**src/rtl/uart_tx_pkg.sv**
```systemverilog
// Shared types and helpers for the UART transmit frame generator.
package uart_tx_pkg;

  localparam int DATA_W_MAX = 9;

  typedef enum logic [2:0] {IDLE, START, DATA, PARITY, STOP} tx_state_e;

  typedef enum logic [1:0] {SEL_START, SEL_DATA, SEL_PAR, SEL_STOP} tx_sel_e;

  // Data is zero-extended to DATA_W_MAX so the padding does not disturb the XOR.
  function automatic logic calc_parity(input logic [DATA_W_MAX-1:0] data, input logic odd);
    return (^data) ^ odd;
  endfunction

endpackage

```
**src/rtl/uart_tx_out_mux.sv**
```systemverilog
// Registered 4:1 line selector feeding the UART pin; one clk from select to line.
// Async reset parks the line at the idle level so a reset never glitches the pin.
module uart_tx_out_mux
  import uart_tx_pkg::*;
#(
  parameter logic IDLE_LVL = 1'b1
) (
  input  logic    i_clk,
  input  logic    i_rst,
  input  tx_sel_e i_sel,
  input  logic    i_data_bit,
  input  logic    i_par_bit,
  output logic    o_tx_out
);

  logic r_tx;

  always_ff @(posedge i_clk or posedge i_rst) begin
    if (i_rst) begin
      r_tx <= IDLE_LVL;
    end else begin
      case (i_sel)
        SEL_START: r_tx <= ~IDLE_LVL;
        SEL_DATA:  r_tx <= i_data_bit;
        SEL_PAR:   r_tx <= i_par_bit;
        default:   r_tx <= IDLE_LVL;
      endcase
    end
  end

  assign o_tx_out = r_tx;

endmodule

```
**src/rtl/uart_tx_frame_gen.sv**
```systemverilog
// UART TX frame generator: start, DATA_W bits LSB first, optional parity, STOP_BITS stops.
// Accept-to-start latency 1 clk; o_ready only in IDLE. Define UART_TX_BREAK_EN for i_break.
module uart_tx_frame_gen
  import uart_tx_pkg::*;
#(
  parameter int   DATA_W    = 8,
  parameter int   STOP_BITS = 1,
  parameter logic IDLE_LVL  = 1'b1
) (
  input  logic              i_clk,
  input  logic              i_rst,
  input  logic              i_baud_tick,
  input  logic [DATA_W-1:0] i_data,
  input  logic              i_valid,
  output logic              o_ready,
  input  logic              i_par_en,
  input  logic              i_par_odd,
`ifdef UART_TX_BREAK_EN
  input  logic              i_break,
`endif
  output logic              o_tx_out,
  output logic              o_busy
);

  localparam int              CNT_W     = $clog2(DATA_W);
  localparam logic [CNT_W-1:0] LAST_BIT  = CNT_W'(DATA_W - 1);
  localparam logic            LAST_STOP = 1'(STOP_BITS - 1);

  generate
    if (DATA_W < 5 || DATA_W > DATA_W_MAX) begin : g_bad_data_w
      $error("uart_tx_frame_gen: DATA_W must be 5..9");
    end
    if (STOP_BITS < 1 || STOP_BITS > 2) begin : g_bad_stop_bits
      $error("uart_tx_frame_gen: STOP_BITS must be 1 or 2");
    end
  endgenerate

  tx_state_e              r_state;
  logic [DATA_W-1:0]      r_data;
  logic                   r_par_bit;
  logic                   r_par_en;
  logic [CNT_W-1:0]       r_bit_cnt;
  logic                   r_stop_cnt;

  logic                   w_break;
  logic                   w_idle;
  logic                   w_accept;
  logic                   w_last_bit;
  logic                   w_last_stop;
  logic [DATA_W_MAX-1:0]  w_data_ext;
  tx_sel_e                w_sel;
  logic [CNT_W-1:0]       w_bit_idx;
  logic                   w_data_bit;

`ifdef UART_TX_BREAK_EN
  assign w_break = i_break;
`else
  assign w_break = 1'b0;
`endif

  assign w_idle      = (r_state == IDLE);
  assign o_ready     = w_idle && !w_break;
  assign o_busy      = !w_idle;
  assign w_accept    = i_valid && o_ready;
  assign w_last_bit  = (r_bit_cnt == LAST_BIT);
  assign w_last_stop = (r_stop_cnt == LAST_STOP);

  always_comb begin
    w_data_ext             = '0;
    w_data_ext[DATA_W-1:0] = i_data;
  end

  // The line mux is registered, so it is steered by the level the frame moves to at this edge.
  always_comb begin
    w_sel     = SEL_STOP;
    w_bit_idx = r_bit_cnt;
    case (r_state)
      IDLE:   w_sel = (w_accept || w_break) ? SEL_START : SEL_STOP;
      START: begin
        if (i_baud_tick) begin
          w_sel     = SEL_DATA;
          w_bit_idx = '0;
        end else begin
          w_sel = SEL_START;
        end
      end
      DATA: begin
        w_sel = SEL_DATA;
        if (i_baud_tick) begin
          if (w_last_bit) begin
            w_sel = r_par_en ? SEL_PAR : SEL_STOP;
          end else begin
            w_bit_idx = r_bit_cnt + CNT_W'(1);
          end
        end
      end
      PARITY: w_sel = i_baud_tick ? SEL_STOP : SEL_PAR;
      STOP:   w_sel = (i_baud_tick && w_last_stop && w_break) ? SEL_START : SEL_STOP;
      default: w_sel = SEL_STOP;
    endcase
  end

  assign w_data_bit = r_data[w_bit_idx];

  always_ff @(posedge i_clk or posedge i_rst) begin
    if (i_rst) begin
      r_state    <= IDLE;
      r_data     <= '0;
      r_par_bit  <= 1'b0;
      r_par_en   <= 1'b0;
      r_bit_cnt  <= '0;
      r_stop_cnt <= 1'b0;
    end else begin
      case (r_state)
        IDLE: begin
          if (w_accept) begin
            r_data     <= i_data;
            r_par_bit  <= calc_parity(w_data_ext, i_par_odd);
            r_par_en   <= i_par_en;
            r_bit_cnt  <= '0;
            r_stop_cnt <= 1'b0;
            r_state    <= START;
          end
        end
        START: begin
          if (i_baud_tick) r_state <= DATA;
        end
        DATA: begin
          if (i_baud_tick) begin
            if (w_last_bit) begin
              r_state <= r_par_en ? PARITY : STOP;
            end else begin
              r_bit_cnt <= r_bit_cnt + CNT_W'(1);
            end
          end
        end
        PARITY: begin
          if (i_baud_tick) r_state <= STOP;
        end
        STOP: begin
          if (i_baud_tick) begin
            if (w_last_stop) begin
              r_state <= IDLE;
            end else begin
              r_stop_cnt <= 1'b1;
            end
          end
        end
        default: r_state <= IDLE;
      endcase
    end
  end

  uart_tx_out_mux #(
    .IDLE_LVL (IDLE_LVL)
  ) u_out_mux (
    .i_clk      (i_clk),
    .i_rst      (i_rst),
    .i_sel      (w_sel),
    .i_data_bit (w_data_bit),
    .i_par_bit  (r_par_bit),
    .o_tx_out   (o_tx_out)
  );

endmodule

```
**config.mk**
```make
export PLATFORM = sky130hd
export DESIGN_NAME = uart_tx_frame_gen
export DESIGN_NICKNAME = d
export VERILOG_FILES = /design/src/rtl/uart_tx_pkg.sv /design/src/rtl/uart_tx_out_mux.sv /design/src/rtl/uart_tx_frame_gen.sv
export SDC_FILE = /design/constraint.sdc
export NUM_CORES = 1
export LEC_CHECK = 0
export CAP_MARGIN = 15
export CORE_MARGIN = 2
export CORE_UTILIZATION = 46
export CTS_CLUSTER_SIZE = 24
export DETAILED_ROUTE_END_ITERATION = 10
export PLACE_DENSITY_LB_ADDON = 0.1
export RECOVER_POWER = 50
export SLEW_MARGIN = 20
export SYNTH_ARGS = -nofsm -noshare
export SYNTH_HDL_FRONTEND = slang
export SYNTH_SLANG_ARGS = --single-unit
```
**constraint.sdc**
```tcl
create_clock -name i_clk -period 1.9 [get_ports i_clk]
set_input_delay 0.19 -clock i_clk [delete_from_list [all_inputs] [get_ports i_clk]]
set_output_delay 0.19 -clock i_clk [all_outputs]
set_load 0.03 [all_outputs]
```
# ---- Yosys cells after proc, flatten, opt, wreduce, memory -nomap -nowiden
# Index checks and enable logic that the tools add are counted.
dict set report word_totals {
  wordCells 64
  inputBits 14
  register_bits 18
  out_inout_bits 3
}
dict set report classes {
  add_sub_neg 1
  muxes 29
  bitwise_logic 1
  eq_ne 14
  reduce_logical 11
  n_lt_le_gt_ge 1
}
# operator count
set ops {}
lappend ops {{$mux W3} 12}
lappend ops {{$pmux W3 S5} 1}
lappend ops {{$ne A2 B2 Y1 const B} 6}
lappend ops {{$pmux W3 S2} 2}
lappend ops {{$reduce_xor A9 Y1} 1}
lappend ops {{$pmux W2 S4} 1}
lappend ops {{$mux W1} 7}
lappend ops {{$reduce_and A7 Y1} 1}
lappend ops {{$eq A3 B2 Y1 const B} 2}
lappend ops {{$eq A3 B3 Y1 const B} 2}
lappend ops {{$mux W2} 3}
lappend ops {{$lt A3 B4 Y1 const B} 1}
lappend ops {{$reduce_and A2 Y1} 2}
lappend ops {{$reduce_bool A2 Y1} 2}
lappend ops {{$add A3 B1 Y3 const B} 1}
lappend ops {{$bmux W1 S3} 1}
lappend ops {{$eq A3 B1 Y1 const B} 1}
lappend ops {{$logic_not A3 Y1} 1}
lappend ops {{$pmux W1 S3} 1}
lappend ops {{$reduce_and A3 Y1} 1}
lappend ops {{$eq A2 B1 Y1 const B} 1}
lappend ops {{$eq A2 B2 Y1 const B} 1}
lappend ops {{$logic_not A2 Y1} 1}
lappend ops {{$ne A2 B1 Y1 const B} 1}
lappend ops {{other kinds (4)} 4}

# ---- Longest topological paths before layout
dict set report depth {
  word_depth 7
  mapped_depth 7
  ltp_nobuf 7
}

# ---- By module
# A second synthesis with hierarchy kept.
dict set report unflattened {
  hier_cells 109
  area_unflattened_um2 1118.6
}
# mod cells_each n_inst seq_area_each_um2 area_each_um2
set modules_own_cells {}
lappend modules_own_cells {uart_tx_frame_gen 104 1 400.4 1076.0}
lappend modules_own_cells {uart_tx_out_mux 5 1 26.3 42.5}

# ---- Least setup slack after synthesis
# No wires, ideal clock.
dict set report synth_path {
  path_kind {reg-to-reg}
  startpoint {register r_state[0]}
  endpoint {register r_data[0]}
  slack_ps -336
  t_required_ps 1775
  path_stages_with_launch 6
  synth_period_minus_slack_ps 2236
  setup_time_ps 125
  t_arrival_ps 2111
  n_path_buf 2
  cell_sequence {dfrtp_1 > buf_6 > nor3_1 > nand2_1 > clkbuf_1 > mux2_2}
}
dict set report synth_between {
  elab_chain_len 3
}
# item line
set synth_lines {}
lappend synth_lines {{from (decl)} uart_tx_frame_gen.sv:38} ;# tx_state_e r_state;
lappend synth_lines {{from (signal assigned)} uart_tx_frame_gen.sv:131} ;# r_state <= r_par_en ? PARITY : STOP;
lappend synth_lines {{$logic_not A3 Y1 (*)} uart_tx_frame_gen.sv:61} ;# assign w_idle = (r_state == IDLE);
lappend synth_lines {{named net o_ready} uart_tx_frame_gen.sv:15} ;# output logic o_ready,
lappend synth_lines {{$logic_and A1 B1 Y1} uart_tx_frame_gen.sv:64} ;# assign w_accept = i_valid && o_ready;
lappend synth_lines {{$reduce_and A2 Y1 (no line) (*)} n/a}
lappend synth_lines {{to (signal assigned)} uart_tx_frame_gen.sv:117} ;# r_data <= i_data;
lappend synth_lines {{to (decl)} uart_tx_frame_gen.sv:39} ;# logic [DATA_W-1:0] r_data;
# Mark *: on every way through the listed nets, which the timed path passes. The rest lies on a longest branch.
# A chain may end at the register's enable or synchronous reset.

# ---- Worst setup path in the final report
dict set report layout_path {
  startpoint {register r_state[2]}
  endpoint {register u_out_mux.r_tx (netlist: u_out_mux.o_tx_out)}
}
dict set report layout_between {
  elab_chain_len 6
  word_cells_on_any_way 14
  classes_between {eq/ne: 5; mux: 6; reduce/logical: 3}
}
# item line
set layout_lines {}
lappend layout_lines {{parallel branches: the longest is 5 deep, another holds $eq A3 B2 Y1} n/a}
lappend layout_lines {{$pmux W1 S3 (*)} uart_tx_out_mux.sv:22} ;# case (i_sel)
lappend layout_lines {{to (signal assigned)} uart_tx_out_mux.sv:23} ;# SEL_START: r_tx <= ~IDLE_LVL;
lappend layout_lines {{to (signal assigned)} uart_tx_out_mux.sv:24} ;# SEL_DATA: r_tx <= i_data_bit;
lappend layout_lines {{to (signal assigned)} uart_tx_out_mux.sv:25} ;# SEL_PAR: r_tx <= i_par_bit;
lappend layout_lines {{to (decl)} uart_tx_out_mux.sv:16} ;# logic r_tx;
# Every way passes the cells marked *. The select of a mux whose other input is x is not followed.

==> summary.txt <==
Status
  • Run status: complete, no violations

Die
  • Overall die area: 2571 um^2
  • Height of the die: about 51 um
  • Std-Cell Rows: 16
  • Starting density of the core: 50.12%
  • Die Wd: between 50 and 60 um
  • I/O pin count: 17
  • Placeable core region: 2002 um^2

Clock tree
  • Clock buffers created by TritonCTS: 3
  • H-tree depth: 1
  • Max clock buf depth: 2
  • Clock transition time at the flip-flop clock pins of the worst setup and hold paths: 0.10 ns
  • Clock latency of the later-clocked register in the worst-skew pair: 0.29 ns
  • Number of clock sinks seen by CTS: 17
  • Clock tree from TritonCTS: done
  • Clock tree root driver cell: sky130_fd_sc_hd__clkbuf_4

Yosys
  • Cell count after synthesis: about 100
  • Post-synth EDFFs: 0
  • Post-synthesis register bit count: 17
  • Synth Net Count: 118
  • Most area-consuming cells after synthesis: sky130_fd_sc_hd__dfrtp_1, sky130_fd_sc_hd__mux2_2, sky130_fd_sc_hd__xnor2_1
  • Async set or reset register ratio after synthesis: 100.0%
  • Part of the Yosys area used for sequential elements: between 40% and 50%
  • Number of unique standard cell types used by synthesis: 33
  • Count of warnings emitted by yosys: 0
  • Post-Syn Area: 1003 um^2
  • Syn Area/Cell: about 10 um^2
  • Most instantiated flip-flop cell in the synthesis netlist: sky130_fd_sc_hd__dfrtp_1
  • Area share of the largest cell type after synthesis: 39.90%
  • Biggest area consumer among synthesized cells: sky130_fd_sc_hd__dfrtp_1

GRT
  • Initial antenna violation count: 0
  • Overall routing resource usage: between 10% and 20%
  • Pin count of the biggest net entering global routing: 18
  • Aggregate global routing overflow: 0
  • Global-route wire length before repair: roughly 3500 um
  • Via count of the first global-routing pass: 848

Timing
  • Final period demand of the worst path: 1.885 ns
  • Final hold violations: 0
  • Transition at the pin with the smallest max-transition slack: roughly 0.65 ns
  • Unrepaired setup endpoints after global routing: true
  • Period Utilization, post-route: 99.23%
  • Worst slew margin relative to its limit: 56.83%
  • Achievable Freq: 530.4 MHz
  • Worst clock skew: 0.006410 ns
  • Pins Over Slew Limit: 0
  • Final setup violation count: 0

Layout
  • Fin util: 69.00%
  • Fill cell instance count of the final layout: 169
  • Most frequent standard cell in the layout excluding fill and tap cells: sky130_fd_sc_hd__buf_4
  • Commonest cells after routing, fill and taps aside: sky130_fd_sc_hd__buf_4, sky130_fd_sc_hd__dfrtp_1, sky130_fd_sc_hd__clkdlybuf4s50_1
  • Antenna diode instance count: 0
  • Total Nets Final: about 160
  • Layout area overhead: 37.66%
  • Share of cells above drive strength 1: between 30% and 40%

Worst setup path
  • Worst endpoint required time: between 2 and 2.5 ns
  • Worst-case register-to-register setup slack: 0.01 ns
  • FF-to-FF Start: r_state[2]
  • Startpoint Class: flop
  • Largest fanout on the critical path: 6
  • Worst path max stage delay: 0.45 ns
  • Library cell contributing the largest single delay on the critical path: sky130_fd_sc_hd__dfrtp_2
  • Endpoint arrival time on the critical path: 2.10 ns
  • Endpoint of the lowest-slack register-to-register path: u_out_mux.o_tx_out
  • CP Class: flop to flop
  • Logic depth of the worst register-to-register path: 6
  • Buffers & Inverters on Critical Path: 0
  • Critical-path cell list: or3b_4, nor3_4, a211oi_2, and3_1, a311o_1, a31oi_1
  • Category of cells accounting for the largest share of critical-path delay: simple AND/OR/NAND/NOR gates
  • Sort of element at the end of the critical path: flop

Place
  • HPWL reported at the end of detailed placement: 1684 um
  • Port bufs: 16
  • Routability-driven placement congestion ratio: 0.8391

Power
  • Portion of total power attributed to combinational logic: 56.2%
  • Net switching power figure: 0.0007506 W
  • P per Cell Area: 1380 nW/um^2
  • Pleak: 0.6079 nW
  • Clk network pwr share: 10.3%
  • Worst ir drop on vdd: 934.1 uV
  • Internal Dissipation: 0.001156 W
  • Power after layout: 0.001907 W
  • Part of the power in registers: 33.5%
  • Switching portion of total power: ~39%

Drt
  • DRC marker count from the first detailed-route iteration: 15
  • Final routed wirelength across all metal layers: 2188 um
  • Average wire per standard cell: 13.10 um
  • Count of vias placed by the detailed router: 911
  • Router iterations before antenna repair: 4
  • Post-route DRC violation count: 0
  • DR vias/cell: 5.455
  • ANT nets after route: 0

Run
  • Max-capacitance violation count: 0

Min path
  • Type of the worst min-delay path: input port to async pin
repair_timing:
item,CTS,global route
buffers inserted,2,5
pin swaps,1,5
setup endpoints to repair,3,1
resized for setup,3,4
hold buffers,0,0
power by group through the flow:
stage          combinational, W  sequential, W  clock, W
2_1_floorplan          0.000663       0.000647         0
3_3_place_gp           0.000949       0.000647         0
3_5_place_dp           0.000989       0.000650         0
4_1_cts                0.000995       0.000639  0.000204
5_1_grt                 0.00117       0.000661  0.000225
6_report                0.00107       0.000640  0.000196
worst max path at each step:
stage                 startpoint                  to  slack [ns]  depth (start not counted)
finish                r_state[2]  u_out_mux.o_tx_out        0.01                          6
global route          r_state[2]  u_out_mux.o_tx_out       -0.03                          6
CTS                 r_bit_cnt[0]  u_out_mux.o_tx_out      0.0006                          6
detailed placement   i_baud_tick  u_out_mux.o_tx_out       -0.22                          7
global placement     i_baud_tick  u_out_mux.o_tx_out       -0.13                          7
floorplan             r_state[0]           r_data[0]        0.01                          5
layer usage:
layer | part of all wire [%] | GRT usage [%]
met5 | 0 | 0
met4 | 1.4 | 6.306
met3 | 4.6 | 6.548
met2 | 50 | 32.68
met1 | 44 | 21.24
cell families after synthesis:
kind of cell | count (synthesis) | synth area share, %
AO/OA/AOI/OAI | 26 | 17.58
XOR/XNOR | 8 | 6.983
adder cells (fa/ha/maj) | 1 | 1.247
buffers and inverters | 8 | 3.865
flip-flops | 17 | 42.52
multiplexers | 9 | 10.10
AND/OR/NAND/NOR | 34 | 17.71
cells in the mapped netlist (all sizes together) (3+ instances only):
library cell  number
a21oi              3
and3               3
dfrtp             16
inv                4
mux2               9
nand2              9
nand3              9
nor2               6
nor3               3
o21ai              9
xnor2              7
state kept, by name (all words and copies together), names as in the netlist:
signal and cells:
u_out_mux.o_tx_out 1, r_state 3, r_par_en 1, r_bit_cnt 3
r_par_bit 1, r_data 8
stage by stage:
stage / setup WS (ns) / instance area [um^2] / setup TNS, ns / instances / hold slack (ns)
finish: 0.01461 / 1381 / 0 / 167 / 0.4086
global placement: -0.1291 / 1284 / -0.1291 / 156 / 0.4794
CTS: 0.0006049 / 1328 / 0 / 162 / 0.2824
floorplan: 0.01420 / 1008 / 0 / 103 / 0.1153
detailed placement: -0.2221 / 1284 / -0.2221 / 156 / 0.4984
global route: -0.03385 / 1381 / -0.03385 / 167 / 0.4440
cell type report:
cell class              count  area [um^2]  area share, %
well taps                  27        33.78          2.446
inverters                   4        15.01          1.087
multi-input cells          78        559.3          40.49
flip-flops and latches     17        427.9          30.98
clock buffers               3        22.52          1.630
repair buffers             37        315.3          22.83
clock inverters             1        7.507         0.5435
Note: power is estimated with default switching activity, not from simulation.
